`config.mk`:
```
export PLATFORM = sky130hd
export DESIGN_NAME = vec_cmd_sequencer_flat
export DESIGN_NICKNAME = d
export VERILOG_FILES = /design/src/rtl/vec_cmd_sequencer_if.sv /design/src/rtl/vec_cmd_sequencer.sv /design/src/flat_wrapper.sv
export SDC_FILE = /design/constraint.sdc
export NUM_CORES = 1
export LEC_CHECK = 0
export ABC_AREA = 0
export ABC_CLOCK_PERIOD_IN_PS = 4210
export CORE_ASPECT_RATIO = 0.75
export CORE_MARGIN = 2
export CORE_UTILIZATION = 25
export DETAILED_ROUTE_END_ITERATION = 7
export SLEW_MARGIN = 20
export SYNTH_ARGS = -nofsm -noshare
export SYNTH_HDL_FRONTEND = slang
export SYNTH_SLANG_ARGS = --single-unit
```
`constraint.sdc`:
```
create_clock -name clk_i -period 4.21 [get_ports clk_i]
set_input_delay 0.421 -clock clk_i [delete_from_list [all_inputs] [get_ports clk_i]]
set_output_delay 0.421 -clock clk_i [all_outputs]
set_load 0.05 [all_outputs]
```
`src/rtl/vec_cmd_sequencer_if.sv`:
```
// Host-command, core-issue and result signals of the vector command sequencer.
// slave is the sequencer's view; master is the host/core side.
interface vec_cmd_sequencer_if #(
    parameter int els_p   = 8,
    parameter int vlen_p  = 8,
    parameter int vdw_p   = 8,
    parameter int depth_p = 4
);
    localparam int v_addr_width_lp = (els_p > 1) ? $clog2(els_p) : 1;
    localparam int cnt_width_lp    = $clog2(depth_p + 1);
    localparam int data_width_lp   = vlen_p * vdw_p;

    logic                       cmd_v_i;
    logic                       cmd_ready_o;
    logic [3:0]                 cmd_op_i;
    logic [v_addr_width_lp-1:0] cmd_addrA_i;
    logic [v_addr_width_lp-1:0] cmd_addrB_i;
    logic [v_addr_width_lp-1:0] cmd_addrD_i;
    logic [vdw_p-1:0]           cmd_scalar_i;
    logic [data_width_lp-1:0]   cmd_w_data_i;

    logic [3:0]                 op_o;
    logic [v_addr_width_lp-1:0] addrA_o;
    logic [v_addr_width_lp-1:0] addrB_o;
    logic [v_addr_width_lp-1:0] addrD_o;
    logic [vdw_p-1:0]           scalar_o;
    logic [data_width_lp-1:0]   w_data_o;
    logic                       v_o;
    logic                       ready_i;
    logic                       core_done_i;
    logic [data_width_lp-1:0]   core_data_i;
    logic                       core_yumi_o;

    logic                       res_v_o;
    logic [data_width_lp-1:0]   res_data_o;
    logic                       res_yumi_i;
    logic                       illegal_o;
    logic [cnt_width_lp-1:0]    count_o;
    logic                       busy_o;

    modport slave (
        input  cmd_v_i, cmd_op_i, cmd_addrA_i, cmd_addrB_i, cmd_addrD_i, cmd_scalar_i, cmd_w_data_i,
        input  ready_i, core_done_i, core_data_i, res_yumi_i,
        output cmd_ready_o, op_o, addrA_o, addrB_o, addrD_o, scalar_o, w_data_o, v_o,
        output core_yumi_o, res_v_o, res_data_o, illegal_o, count_o, busy_o
    );

    modport master (
        output cmd_v_i, cmd_op_i, cmd_addrA_i, cmd_addrB_i, cmd_addrD_i, cmd_scalar_i, cmd_w_data_i,
        output ready_i, core_done_i, core_data_i, res_yumi_i,
        input  cmd_ready_o, op_o, addrA_o, addrB_o, addrD_o, scalar_o, w_data_o, v_o,
        input  core_yumi_o, res_v_o, res_data_o, illegal_o, count_o, busy_o
    );
endinterface

```
`src/rtl/vec_cmd_sequencer.sv`:
```
// Command FIFO + issue FSM in front of the vector core. The FIFO head drives the
// core fields until retirement; read results land in a one-entry output buffer.
module vec_cmd_sequencer #(
    parameter int els_p   = 8,
    parameter int vlen_p  = 8,
    parameter int vdw_p   = 8,
    parameter int depth_p = 4
) (
    input  logic                 clk_i,
    input  logic                 reset_n_i,
    vec_cmd_sequencer_if.slave   bus
);
    localparam int v_addr_width_lp = (els_p > 1) ? $clog2(els_p) : 1;
    localparam int cnt_width_lp    = $clog2(depth_p + 1);
    localparam int ptr_width_lp    = (depth_p > 1) ? $clog2(depth_p) : 1;
    localparam int data_width_lp   = vlen_p * vdw_p;
    localparam logic [3:0] op_read_lp = 4'b1000;

    typedef struct packed {
        logic [3:0]                 op;
        logic [v_addr_width_lp-1:0] addr_a;
        logic [v_addr_width_lp-1:0] addr_b;
        logic [v_addr_width_lp-1:0] addr_d;
        logic [vdw_p-1:0]           scalar;
        logic [data_width_lp-1:0]   w_data;
    } cmd_s;

    typedef enum logic [1:0] {S_IDLE, S_ISSUE, S_BUSY, S_RESP} state_e;

    cmd_s                    mem_r [depth_p];
    cmd_s                    cmd_in, head;
    logic [ptr_width_lp-1:0] rd_ptr_r, wr_ptr_r;
    logic [cnt_width_lp-1:0] count_r;
    state_e                  state_r, state_n;
    logic                    push, pop, issue_v, illegal, yumi, capture;
    logic                    res_v_r;
    logic [data_width_lp-1:0] res_data_r;

    function automatic logic op_legal(input logic [3:0] op);
        case (op)
            4'b0000, 4'b0001, 4'b0010, 4'b0100, 4'b0101,
            4'b0110, 4'b1000, 4'b1001, 4'b1111: return 1'b1;
            default:                            return 1'b0;
        endcase
    endfunction

    assign cmd_in = '{op:     bus.cmd_op_i,
                      addr_a: bus.cmd_addrA_i,
                      addr_b: bus.cmd_addrB_i,
                      addr_d: bus.cmd_addrD_i,
                      scalar: bus.cmd_scalar_i,
                      w_data: bus.cmd_w_data_i};
    assign head   = mem_r[rd_ptr_r];

    // Full FIFO never accepts, even when the head retires this cycle.
    assign bus.cmd_ready_o = (count_r < cnt_width_lp'(depth_p));
    assign push            = bus.cmd_v_i & bus.cmd_ready_o;

    always_ff @(posedge clk_i or negedge reset_n_i) begin
        if (!reset_n_i) begin
            for (int i = 0; i < depth_p; i++) mem_r[i] <= '0;
            rd_ptr_r <= '0;
            wr_ptr_r <= '0;
            count_r  <= '0;
        end else begin
            if (push) begin
                mem_r[wr_ptr_r] <= cmd_in;
                wr_ptr_r        <= wr_ptr_r + 1'b1;
            end
            if (pop) rd_ptr_r <= rd_ptr_r + 1'b1;
            count_r <= count_r + cnt_width_lp'(push) - cnt_width_lp'(pop);
        end
    end

    always_ff @(posedge clk_i or negedge reset_n_i) begin
        if (!reset_n_i) state_r <= S_IDLE;
        else            state_r <= state_n;
    end

    always_comb begin
        state_n = state_r;
        pop     = 1'b0;
        issue_v = 1'b0;
        illegal = 1'b0;
        yumi    = 1'b0;
        capture = 1'b0;
        case (state_r)
            S_IDLE: begin
                if (count_r != '0) begin
                    if (op_legal(head.op)) begin
                        state_n = S_ISSUE;
                    end else begin
                        pop     = 1'b1;
                        illegal = 1'b1;
                    end
                end
            end
            S_ISSUE: begin
                issue_v = 1'b1;
                if (bus.ready_i) state_n = S_BUSY;
            end
            S_BUSY: begin
                if (bus.core_done_i) begin
                    if (head.op != op_read_lp) begin
                        pop     = 1'b1;
                        state_n = S_IDLE;
                    end else if (!res_v_r || bus.res_yumi_i) begin
                        // Read retires only when the result buffer has room; the core holds done otherwise.
                        yumi    = 1'b1;
                        capture = 1'b1;
                        pop     = 1'b1;
                        state_n = S_IDLE;
                    end
                end
            end
            default: state_n = S_IDLE;
        endcase
    end

    always_ff @(posedge clk_i or negedge reset_n_i) begin
        if (!reset_n_i) begin
            res_v_r    <= 1'b0;
            res_data_r <= '0;
        end else begin
            res_v_r <= capture | (res_v_r & ~bus.res_yumi_i);
            if (capture) res_data_r <= bus.core_data_i;
        end
    end

    assign bus.op_o        = head.op;
    assign bus.addrA_o     = head.addr_a;
    assign bus.addrB_o     = head.addr_b;
    assign bus.addrD_o     = head.addr_d;
    assign bus.scalar_o    = head.scalar;
    assign bus.w_data_o    = head.w_data;
    assign bus.v_o         = issue_v;
    assign bus.core_yumi_o = yumi;
    assign bus.illegal_o   = illegal;
    assign bus.res_v_o     = res_v_r;
    assign bus.res_data_o  = res_data_r;
    assign bus.count_o     = count_r;
    assign bus.busy_o      = (state_r != S_IDLE) || (count_r != '0);
endmodule

```
`src/flat_wrapper.sv`:
```
// flat-port wrapper written by rule: the top's interface ports become plain ports
module vec_cmd_sequencer_flat 
#(
    parameter int els_p   = 8,
    parameter int vlen_p  = 8,
    parameter int vdw_p   = 8,
    parameter int depth_p = 4
)
  (clk_i, reset_n_i, bus_cmd_v_i, bus_cmd_op_i, bus_cmd_addrA_i, bus_cmd_addrB_i, bus_cmd_addrD_i, bus_cmd_scalar_i, bus_cmd_w_data_i, bus_ready_i, bus_core_done_i, bus_core_data_i, bus_res_yumi_i, bus_cmd_ready_o, bus_op_o, bus_addrA_o, bus_addrB_o, bus_addrD_o, bus_scalar_o, bus_w_data_o, bus_v_o, bus_core_yumi_o, bus_res_v_o, bus_res_data_o, bus_illegal_o, bus_count_o, bus_busy_o);
  vec_cmd_sequencer_if #(.els_p(els_p), .vlen_p(vlen_p), .vdw_p(vdw_p), .depth_p(depth_p)) bus_i ();
  input  logic clk_i;
  input  logic reset_n_i;
  input wire logic [$bits(bus_i.cmd_v_i)-1:0] bus_cmd_v_i;
  input wire logic [$bits(bus_i.cmd_op_i)-1:0] bus_cmd_op_i;
  input wire logic [$bits(bus_i.cmd_addrA_i)-1:0] bus_cmd_addrA_i;
  input wire logic [$bits(bus_i.cmd_addrB_i)-1:0] bus_cmd_addrB_i;
  input wire logic [$bits(bus_i.cmd_addrD_i)-1:0] bus_cmd_addrD_i;
  input wire logic [$bits(bus_i.cmd_scalar_i)-1:0] bus_cmd_scalar_i;
  input wire logic [$bits(bus_i.cmd_w_data_i)-1:0] bus_cmd_w_data_i;
  input wire logic [$bits(bus_i.ready_i)-1:0] bus_ready_i;
  input wire logic [$bits(bus_i.core_done_i)-1:0] bus_core_done_i;
  input wire logic [$bits(bus_i.core_data_i)-1:0] bus_core_data_i;
  input wire logic [$bits(bus_i.res_yumi_i)-1:0] bus_res_yumi_i;
  output wire logic [$bits(bus_i.cmd_ready_o)-1:0] bus_cmd_ready_o;
  output wire logic [$bits(bus_i.op_o)-1:0] bus_op_o;
  output wire logic [$bits(bus_i.addrA_o)-1:0] bus_addrA_o;
  output wire logic [$bits(bus_i.addrB_o)-1:0] bus_addrB_o;
  output wire logic [$bits(bus_i.addrD_o)-1:0] bus_addrD_o;
  output wire logic [$bits(bus_i.scalar_o)-1:0] bus_scalar_o;
  output wire logic [$bits(bus_i.w_data_o)-1:0] bus_w_data_o;
  output wire logic [$bits(bus_i.v_o)-1:0] bus_v_o;
  output wire logic [$bits(bus_i.core_yumi_o)-1:0] bus_core_yumi_o;
  output wire logic [$bits(bus_i.res_v_o)-1:0] bus_res_v_o;
  output wire logic [$bits(bus_i.res_data_o)-1:0] bus_res_data_o;
  output wire logic [$bits(bus_i.illegal_o)-1:0] bus_illegal_o;
  output wire logic [$bits(bus_i.count_o)-1:0] bus_count_o;
  output wire logic [$bits(bus_i.busy_o)-1:0] bus_busy_o;
  assign bus_i.cmd_v_i = bus_cmd_v_i;
  assign bus_i.cmd_op_i = bus_cmd_op_i;
  assign bus_i.cmd_addrA_i = bus_cmd_addrA_i;
  assign bus_i.cmd_addrB_i = bus_cmd_addrB_i;
  assign bus_i.cmd_addrD_i = bus_cmd_addrD_i;
  assign bus_i.cmd_scalar_i = bus_cmd_scalar_i;
  assign bus_i.cmd_w_data_i = bus_cmd_w_data_i;
  assign bus_i.ready_i = bus_ready_i;
  assign bus_i.core_done_i = bus_core_done_i;
  assign bus_i.core_data_i = bus_core_data_i;
  assign bus_i.res_yumi_i = bus_res_yumi_i;
  assign bus_cmd_ready_o = bus_i.cmd_ready_o;
  assign bus_op_o = bus_i.op_o;
  assign bus_addrA_o = bus_i.addrA_o;
  assign bus_addrB_o = bus_i.addrB_o;
  assign bus_addrD_o = bus_i.addrD_o;
  assign bus_scalar_o = bus_i.scalar_o;
  assign bus_w_data_o = bus_i.w_data_o;
  assign bus_v_o = bus_i.v_o;
  assign bus_core_yumi_o = bus_i.core_yumi_o;
  assign bus_res_v_o = bus_i.res_v_o;
  assign bus_res_data_o = bus_i.res_data_o;
  assign bus_illegal_o = bus_i.illegal_o;
  assign bus_count_o = bus_i.count_o;
  assign bus_busy_o = bus_i.busy_o;
  vec_cmd_sequencer #(.els_p(els_p), .vlen_p(vlen_p), .vdw_p(vdw_p), .depth_p(depth_p)) u_core (.clk_i(clk_i), .reset_n_i(reset_n_i), .bus(bus_i));
endmodule
```
# Yosys cells after proc, flatten, opt, wreduce, memory -nomap -nowiden
# Memory sizes are Yosys's and may differ from the RTL's.
# Cells that the tools add are included.
# totals
regBits	414
latch_bits	0
ramBits	0
mem_bits_ro	16
in_bits	155
output_inout_bits	158
word_cells	87
n_memories	1
# mem_list
name	depth	width	rd	rd_ports_with_merged_regs	wr	line_no	text
(no name shown)	16	1	1	0	0	vec_cmd_sequencer.sv:40	case (op)
# op_classes
add_sub_neg	4
n_mul	0
div	0
order_cmp	4
eq_ne	8
n_shift	0
n_mux	26
bitwise	6
n_reduce_logical	8
# op_table
op	count
$bwmux 340	1
$mux 85	3
$bmux 85 s2	1
$demux 85 s2	1
$mux 1	12
$mux 2	6
$ge 3x3->1 const B	2
$not 2->3	2
$pmux 2 s3	1
$reduce_and 5->1	1
$add 2x1->2 const B	2
$ne 2x1->1 const B	2
$ne 2x2->1 const B	2
$ne 4x4->1 const B	1
$add 3x1->3	1
$lt 3x1->1 const B	1
$lt 3x3->1 const B	1
$ne 3x1->1 const B	1
$reduce_bool 3->1	1
$sub 3x1->3	1
$and 1x1->1	2
$eq 2x1->1 const B	1
$eq 2x2->1 const B	1
$logic_not 2->1	1
7 further kinds	8

# Depth between registers and ports, before layout
# Gate-level depths: netlist of run 1.
# An unclocked memory read counts as a cell.
# logic_depth
ltp_word	11
ltp_mapped	12
depth_no_buf	11

# Worst setup path before layout of run 1
# OpenSTA, ideal clock, no wires.
# synth_path
kind	reg2reg
from	register u_core.rd_ptr_r[0]
to	register u_core.count_r[2] (netlist: u_core.bus.count_o[2])
setup_ns	0.144
t_arrival_ns	3.860
t_required_ns	4.066
slack_ns	0.206
stages_incl_launch_ff	13
path_buffers	1
synth_period_minus_slack_ns	4.004
cell_sequence	dfrtp_1 -> buf_2 -> mux4_2 -> and4_1 -> nor4_2 -> or2_2 -> ha_1 -> inv_1 -> ha_1 -> inv_1 -> fa_1 -> xnor2_1 -> xnor2_1
# synth_between
elab_chain_cells	11
elab_cells_between_ends	14
# synth_lines
item	line_no	text
from (decl)	vec_cmd_sequencer.sv:32	logic [ptr_width_lp-1:0] rd_ptr_r, wr_ptr_r;
from (signal assigned)	vec_cmd_sequencer.sv:70	if (pop) rd_ptr_r <= rd_ptr_r + 1'b1;
$not 2->3 (not written as such) (*)	vec_cmd_sequencer.sv:53	assign head = mem_r[rd_ptr_r];
$bmux 85 s2 (*)	vec_cmd_sequencer.sv:53	
$mux 85 (not written as such) (*) (2 in a row)	vec_cmd_sequencer.sv:53	
named net bus_op_o[2]	flat_wrapper.sv:25	output wire logic [$bits(bus_i.op_o)-1:0] bus_op_o;
$mem_v2 16x1	--	
$mux 1	vec_cmd_sequencer.sv:89	if (count_r != '0) begin
$mux 1	vec_cmd_sequencer.sv:87	case (state_r)
$mux 1	vec_cmd_sequencer.sv:90	if (op_legal(head.op)) begin
$mux 1	vec_cmd_sequencer.sv:89	
$pmux 1 s2 (*)	vec_cmd_sequencer.sv:87	
named net u_core.pop	vec_cmd_sequencer.sv:35	logic push, pop, issue_v, illegal, yumi, capture;
$sub 3x1->3 (*)	vec_cmd_sequencer.sv:71	count_r <= count_r + cnt_width_lp'(push) - cnt_width_lp'(pop);
to (signal assigned)	vec_cmd_sequencer.sv:71	
to (decl)	vec_cmd_sequencer.sv:33	logic [cnt_width_lp-1:0] count_r;
# The timed path passes the listed nets; every way through them passes the cells marked *. The select of a mux whose other input is x is not followed.
# A chain may end at the register's enable or synchronous reset.

# Final worst setup path of run 1
# layout_path
from	register u_core.rd_ptr_r[0]
to	output bus_illegal_o
# layout_between
elab_chain_cells	10
# layout_lines
item	line_no	text
$not 2->3 (not written as such)	vec_cmd_sequencer.sv:53	
$bmux 85 s2	vec_cmd_sequencer.sv:53	
$mux 85 (not written as such) (2 in a row)	vec_cmd_sequencer.sv:53	
$mem_v2 16x1	--	
$mux 1	vec_cmd_sequencer.sv:89	
$mux 1	vec_cmd_sequencer.sv:87	
$mux 1	vec_cmd_sequencer.sv:90	
$mux 1	vec_cmd_sequencer.sv:89	
$mux 1	vec_cmd_sequencer.sv:87	
to (decl)	flat_wrapper.sv:35	output wire logic [$bits(bus_i.illegal_o)-1:0] bus_illegal_o;
# No other way between the ends. The select of a mux whose other input is x is not followed.

==> results of run 1 <==
stage by stage:
| stage | setup WS [ns] | utilization [%] | instance area (um2) |
|---|---|---|---|
| finish | 0.643 | 33.6 | 23500 |
| global route | 0.440 | 33.6 | 23500 |
| CTS | 0.561 | 33.6 | 23500 |
| detailed placement | 0.967 | 31.4 | 21900 |
| global placement | 0.973 | 31.4 | 21900 |
| floorplan | 0.206 | - | 17600 |
cell usage in the layout (no fill, tap or decap), drive strengths merged, types with 3 or more instances in the layout:
cell	instances
xnor2	4
nand2	9
mux2	404
ha	6
clkbuf	66
nor2b	4
clkinvlp	3
dfrtp	414
mux4	85
clkinv	11
nor2	3
nand2b	3
clkdlybuf4s50	310
buf	24
inv	10
cell usage after synthesis (all sizes together):
cell type | number | share of area [%]
and2 | 1 | 0.036
a22o | 1 | 0.050
or2 | 1 | 0.036
mux2 | 404 | 27
and4 | 1 | 0.050
nor2b | 4 | 0.14
xor2 | 1 | 0.050
o21ai | 2 | 0.057
nor4 | 1 | 0.071
buf | 17 | 0.64
nor2 | 3 | 0.064
dfrtp | 414 | 59
nand3 | 1 | 0.028
a21oi | 2 | 0.057
a21boi | 1 | 0.043
inv | 8 | 0.17
nand2 | 9 | 0.19
ha | 6 | 0.43
fa | 1 | 0.11
xnor2 | 4 | 0.20
mux4 | 85 | 11
o31ai | 1 | 0.043
nor3 | 1 | 0.028
nor4b | 1 | 0.13
nand2b | 3 | 0.11
clkbuf | 46 | 0.98
layout make-up:
type	count	share of cell area, %
Clock inverter	18	0.677
Timing Repair Buffer	335	14.4
Inverter	8	0.128
Antenna cell	2	0.0213
Multi-Input combinational cell	534	29.8
Sequential cell	414	44.2
Tap cell	946	5.04
Clock buffer	66	5.74
sequential cells by signal (all words and copies together), names as in the netlist:
register               cells
u_core.bus.res_v_o         1
u_core.rd_ptr_r            2
u_core.bus.res_data_o     64
u_core.state_r             2
u_core.mem_r             340
u_core.bus.count_o         3
u_core.wr_ptr_r            2
layer usage:
layer / GRT usage [%] / wire [um] / vias to the layer above
li1: - / - / 4429
met1: 15.8 / 19400 / 5257
met2: 18.4 / 19500 / 231
met3: 3.48 / 2640 / 62
met4: 3.50 / 872 / 4
met5: 0 / 27 / -
final timing paths:
check                                       endpoint  slack (ns)  cells past startpoint
max                                    bus_illegal_o        0.64                      4
min                         u_core.bus.res_data_o[3]        0.45                      2
max reg2reg                    u_core.bus.count_o[2]        0.98                     11
min reg2reg                        u_core.state_r[0]        0.49                      1
max in group asynchronous          u_core.mem_r[276]        2.57                      3
min in group asynchronous  u_core.bus.res_data_o[61]        0.56                      2
cell families after synthesis:
group           count (synthesis)
simple gates                   26
fa+ha+maj                       7
compound gates                  7
mux                           489
buf+inv                        71
flops                         414
xor+xnor                        5
repair_timing:
item	CTS	global route
hold buffers	1	0
gates resized for setup	0	0
hold endpoints to repair	84	0
==> flow_metrics.tcl, run 1 <==
set metrics [dict create \
    status "finished, final reports clean" \
    cts_tree "done" \
    h-tree-depth 2 \
    grt_setup_unrepaired "no" \
    drtAntennaViolNets 0 \
    detail_route.wl_per_cell_um 18.3 \
    io_buffer_count 312 \
    coreArea_um2 69900 \
    yosys_warnings 0 \
    finalHoldWorstSlack_ns 0.446 \
    fin_tns_setup_ns 0 \
    route.vias.total 9983 \
    seqCellArea_um2 10400 \
    cts_inserted_buffers 45 \
    timing.critical_path.arrival_ns 3.15 \
    start_util_pct 25.2 \
    max_slew_margin_pct 37.5 \
    critPathLaunch "u_core.rd_ptr_r[0]" \
    drt_first_pass_iters 4 \
    clkSinkCount 414 \
    max-cap-violations 0 \
    clk_pin_slew_worst_paths_ns 0.06 \
    dp_hpwl_um 27600 \
    timing_worst_setup_path_type "flip-flop to output port" \
    routabilityCongestion 0.782 \
    skew_ns 0.0128 \
    post_synth_mux_area_share_pct 37.5 \
    synth.cell_area_um2 17600 \
    postCtsSetupBuffers 0 \
    final_layout_size_suffix_gt1_share_pct 43.1 \
    worst_hold_path_type "primary input to flip-flop" \
    min_from "bus_core_data_i[3]" \
    die-height_um 234 \
    finish.cell_count_without_fillers 2323 \
    design.final.nets 1500 \
    synthXorXnorAreaFrac_pct 0.249 \
    post_synth_and_or_nand_nor_area_fraction_pct 0.888 \
    worst_path_max_delay_cell "clkdlybuf4s50_1" \
    detail_route.iter0.violations 398 \
    post_drt_via_cell_ratio 4.30 \
    ys_seq_elements 414 \
    maximum_clock_rate_ghz 0.280 \
    worst_r2r_startpoint "u_core.rd_ptr_r[0]" \
    synth_adder_area_share_pct 0.540 \
    delay_of_the_slowest_cell_on_the_worst_path_ns 0.90 \
    dominant_combinational_cell_family_by_area_after_synthesis "multiplexers" \
    synth_seq_area_share_pct 58.8 \
    worstPathBufferInverterCount 1 \
    cp-end-kind "output port" \
    rows 84 \
    die_x_um 311 \
    grt_usage_pct 11.8 \
    area.growth.synth_to_final_pct 33.2 \
    timing.critical_path.required_ns 3.79 \
    final_max_slew_viol_count 0 \
    timing.final.crit_period_ns 3.57 \
    io_pins 313 \
    multiInputGateArea_um2 6990 \
    largest_net_degree_at_the_start_of_global_routing 112 \
    worstMarginPinSlew_ns 0.938 \
    cts-root-buf "clkbuf_16" \
    cts_buffer_depth 3 \
    ys_types 30 \
    antenna_found_initial 5 \
    largest_driver_fanout_on_the_critical_path 5 \
    die_area_um2 72600 \
    synth_compound_gate_area_share_pct 0.249 \
    number_of_setup_violations_in_the_final_report 0 \
    crit_path_start_kind "flip-flop" \
    crit_path_cell_trace "mux4_2 -> and4_1 -> nor4_2 -> clkdlybuf4s50_1" \
    place_inst 2236 \
    net_count_of_the_mapped_netlist 1181 \
    timing.final.crit_share_pct 84.7 \
    insertion_delay_of_the_later_clocked_pin_in_the_worst_skew_pair_ns 0.57 \
    wirelength_um 42500 \
    path_delay_family "buffers and inverters" \
    post_syn_area_per_cell_um2 17.3 \
    count_of_filler_cells_inserted_in_the_layout 6723 \
    post-route-drc-count 0 \
    grt_first_pass_wirelength_um 66800 \
    synthesis.instances 1019 \
    first_global_vias 11000 \
    finalHoldViolations 0 \
    grt.overflow.total 0 \
]
Power of run 1 is left out: the tool's default activity adds up to more than one toggle a clock period on the data nets, which glitch-free logic cannot reach.
==> run 2, diff against run 1 <==
--- a/config.mk
+++ b/config.mk
@@ -6,7 +6,7 @@
 export NUM_CORES = 1
 export LEC_CHECK = 0
 export ABC_AREA = 0
-export ABC_CLOCK_PERIOD_IN_PS = 4210
+export ABC_CLOCK_PERIOD_IN_PS = 3050
 export CORE_ASPECT_RATIO = 0.75
 export CORE_MARGIN = 2
 export CORE_UTILIZATION = 25
==> constraint.sdc (replaced) <==
create_clock -name clk_i -period 3.05 [get_ports clk_i]
set_input_delay 0.305 -clock clk_i [delete_from_list [all_inputs] [get_ports clk_i]]
set_output_delay 0.305 -clock clk_i [all_outputs]
set_load 0.05 [all_outputs]
==> flow_metrics.tcl, run 2 (same netlist as run 1, synthesis figures left out) <==
set metrics [dict create \
    start_util_pct 25.2 \
    rows 84 \
    dp_hpwl_um 27800 \
    die-height_um 234 \
    layout.cells.most_common "dfrtp_1" \
    grt_usage_pct 11.9 \
    number_of_setup_violations_in_the_final_report 0 \
    first_global_vias 11200 \
    grt_setup_unrepaired "yes" \
    timing_worst_setup_path_type "flip-flop to flip-flop" \
    timing.critical_path.arrival_ns 3.45 \
    timing.final.crit_share_pct 98.7 \
    route.vias.total 10100 \
    design.final.nets 1525 \
    wirelength_um 43100 \
    post-place-ws_ns -0.0107 \
    h-tree-depth 2 \
    critPathLaunch "u_core.rd_ptr_r[0]" \
    largest_net_degree_at_the_start_of_global_routing 68 \
    die_x_um 311 \
    io_buffer_count 312 \
    cts_inserted_buffers 45 \
    finalHoldViolations 0 \
    placed_cell_area_um2 22300 \
    detail_route.iter0.violations 410 \
    drt_first_pass_iters 4 \
    area.growth.synth_to_final_pct 35.9 \
    max_slew_margin_pct 60.0 \
    cts-root-buf "clkbuf_16" \
    skew_ns 0.00897 \
    cts_buffer_depth 3 \
    routabilityCongestion 0.738 \
    grt.overflow.total 0 \
    timing.critical_path.required_ns 3.49 \
    io_pins 313 \
    count_of_filler_cells_inserted_in_the_layout 6671 \
    final_area_um2 23900 \
    max-cap-violations 0 \
    maximum_clock_rate_ghz 0.332 \
    insertion_delay_of_the_later_clocked_pin_in_the_worst_skew_pair_ns 0.57 \
    detail_route.wl_per_cell_um 18.4 \
    timing.final.crit_period_ns 3.01 \
    coreArea_um2 69900 \
    post_drt_via_cell_ratio 4.31 \
    largest-register "u_core.mem_r" \
    worstMarginPinSlew_ns 0.600 \
    clk_pin_slew_worst_paths_ns 0.06 \
    antenna_found_initial 4 \
    final_layout_size_suffix_gt1_share_pct 50.0 \
    drtAntennaViolNets 0 \
    largest_driver_fanout_on_the_critical_path 7 \
    clkSinkCount 414 \
    grt_first_pass_wirelength_um 67500 \
    final.setup.worst_slack_ns 0.0397 \
    mostFrequentLayoutCells "412 x dfrtp_1, 361 x mux2_2, 234 x clkdlybuf4s50_1" \
    worst_hold_path_type "primary input to asynchronous set/reset pin" \
    worst_r2r_startpoint "u_core.rd_ptr_r[0]" \
    status "finished, final reports clean" \
    crit_path_start_kind "flip-flop" \
    die_area_um2 72600 \
    final_max_slew_viol_count 0 \
    cts_tree "done" \
    largest_reg_flops 340 \
    post-route-drc-count 0 \
    cp-end-kind "flip-flop" \
]
[run 2: repair_timing]
| action | in CTS | in global routing |
|---|---|---|
| pin swaps | 0 | 4 |
| cloned | 2 | 0 |
| endpoints found under the setup margin | 10 | 3 |
| gates resized for setup | 9 | 7 |
| hold buffers | 1 | 0 |
| setup buffers | 5 | 4 |
| endpoints found under the hold margin | 58 | 0 |
[run 2: cell type report]
cell class | count | area, um2 | share of cell area, %
Sequential cell | 414 | 10400 | 43.3
Multi-Input combinational cell | 535 | 7050 | 29.5
Timing Repair Buffer | 359 | 3830 | 16.0
Clock buffer | 61 | 1310 | 5.46
Clock inverter | 20 | 170 | 0.711
Inverter | 8 | 32.5 | 0.136
Antenna cell | 1 | 2.50 | 0.0104
Tap cell | 946 | 1180 | 4.94
[run 2: per-stage QoR]
| stage | instances | utilization, % | setup TNS (ns) | hold WS [ns] |
|---|---|---|---|---|
| global route | 2343 | 34.3 | -0.0836 | 0.304 |
| detailed placement | 2250 | 31.9 | -0.0107 | 0.335 |
| global placement | 2250 | 31.9 | 0 | 0.336 |
| finish | 2344 | 34.3 | 0 | 0.316 |
| CTS | 2339 | 34.2 | 0 | 0.287 |
| floorplan | 1019 | - | -0.686 | 0.00941 |
[run 2: final timing paths]
path / to / slack (ns) / depth (start not counted)
setup reg to reg: u_core.bus.count_o[2] / 0.04 / 12
min in group clk_i: u_core.bus.res_data_o[1] / 0.33 / 2
hold / removal: u_core.mem_r[114] / 0.32 / 2
hold reg to reg: u_core.state_r[0] / 0.49 / 1
max in group asynchronous: u_core.mem_r[324] / 1.86 / 4
setup / recovery: u_core.bus.count_o[2] / 0.04 / 12
[run 2: worst max-delay path: stages, from the launching register on]
cell,delay [ns]
dfrtp_4,0.50
buf_4,0.15
mux4_2,0.57
and4_4,0.24
nor4_4,0.22
or2_4,0.19
ha_4,0.20
inv_4,0.05
ha_4,0.12
inv_2,0.03
fa_2,0.35
xnor2_2,0.15
xnor2_1,0.12
[run 2: routing by layer]
layer  GRT usage [%]  part of all wire (%)  vias up  wire length (um)
met4            3.11                   2.0        8               871
met3            3.48                   5.6       73              2410
met5               0                  0.10        -                43
met2            19.0                    48      178             20600
met1            15.8                    44     5377             19200
li1                -                     -     4455                 -
Power of run 2 is left out for the same reason.
==> run 3, diff against run 2 <==
--- a/config.mk
+++ b/config.mk
@@ -5,8 +5,8 @@
 export SDC_FILE = /design/constraint.sdc
 export NUM_CORES = 1
 export LEC_CHECK = 0
-export ABC_AREA = 0
 export ABC_CLOCK_PERIOD_IN_PS = 3050
+export CAP_MARGIN = 10
 export CORE_ASPECT_RATIO = 0.75
 export CORE_MARGIN = 2
 export CORE_UTILIZATION = 25
==> results of run 3 <==
Final layout, timing and power as in run 2 (identical DEF).
Power of run 3 is left out for the same reason.
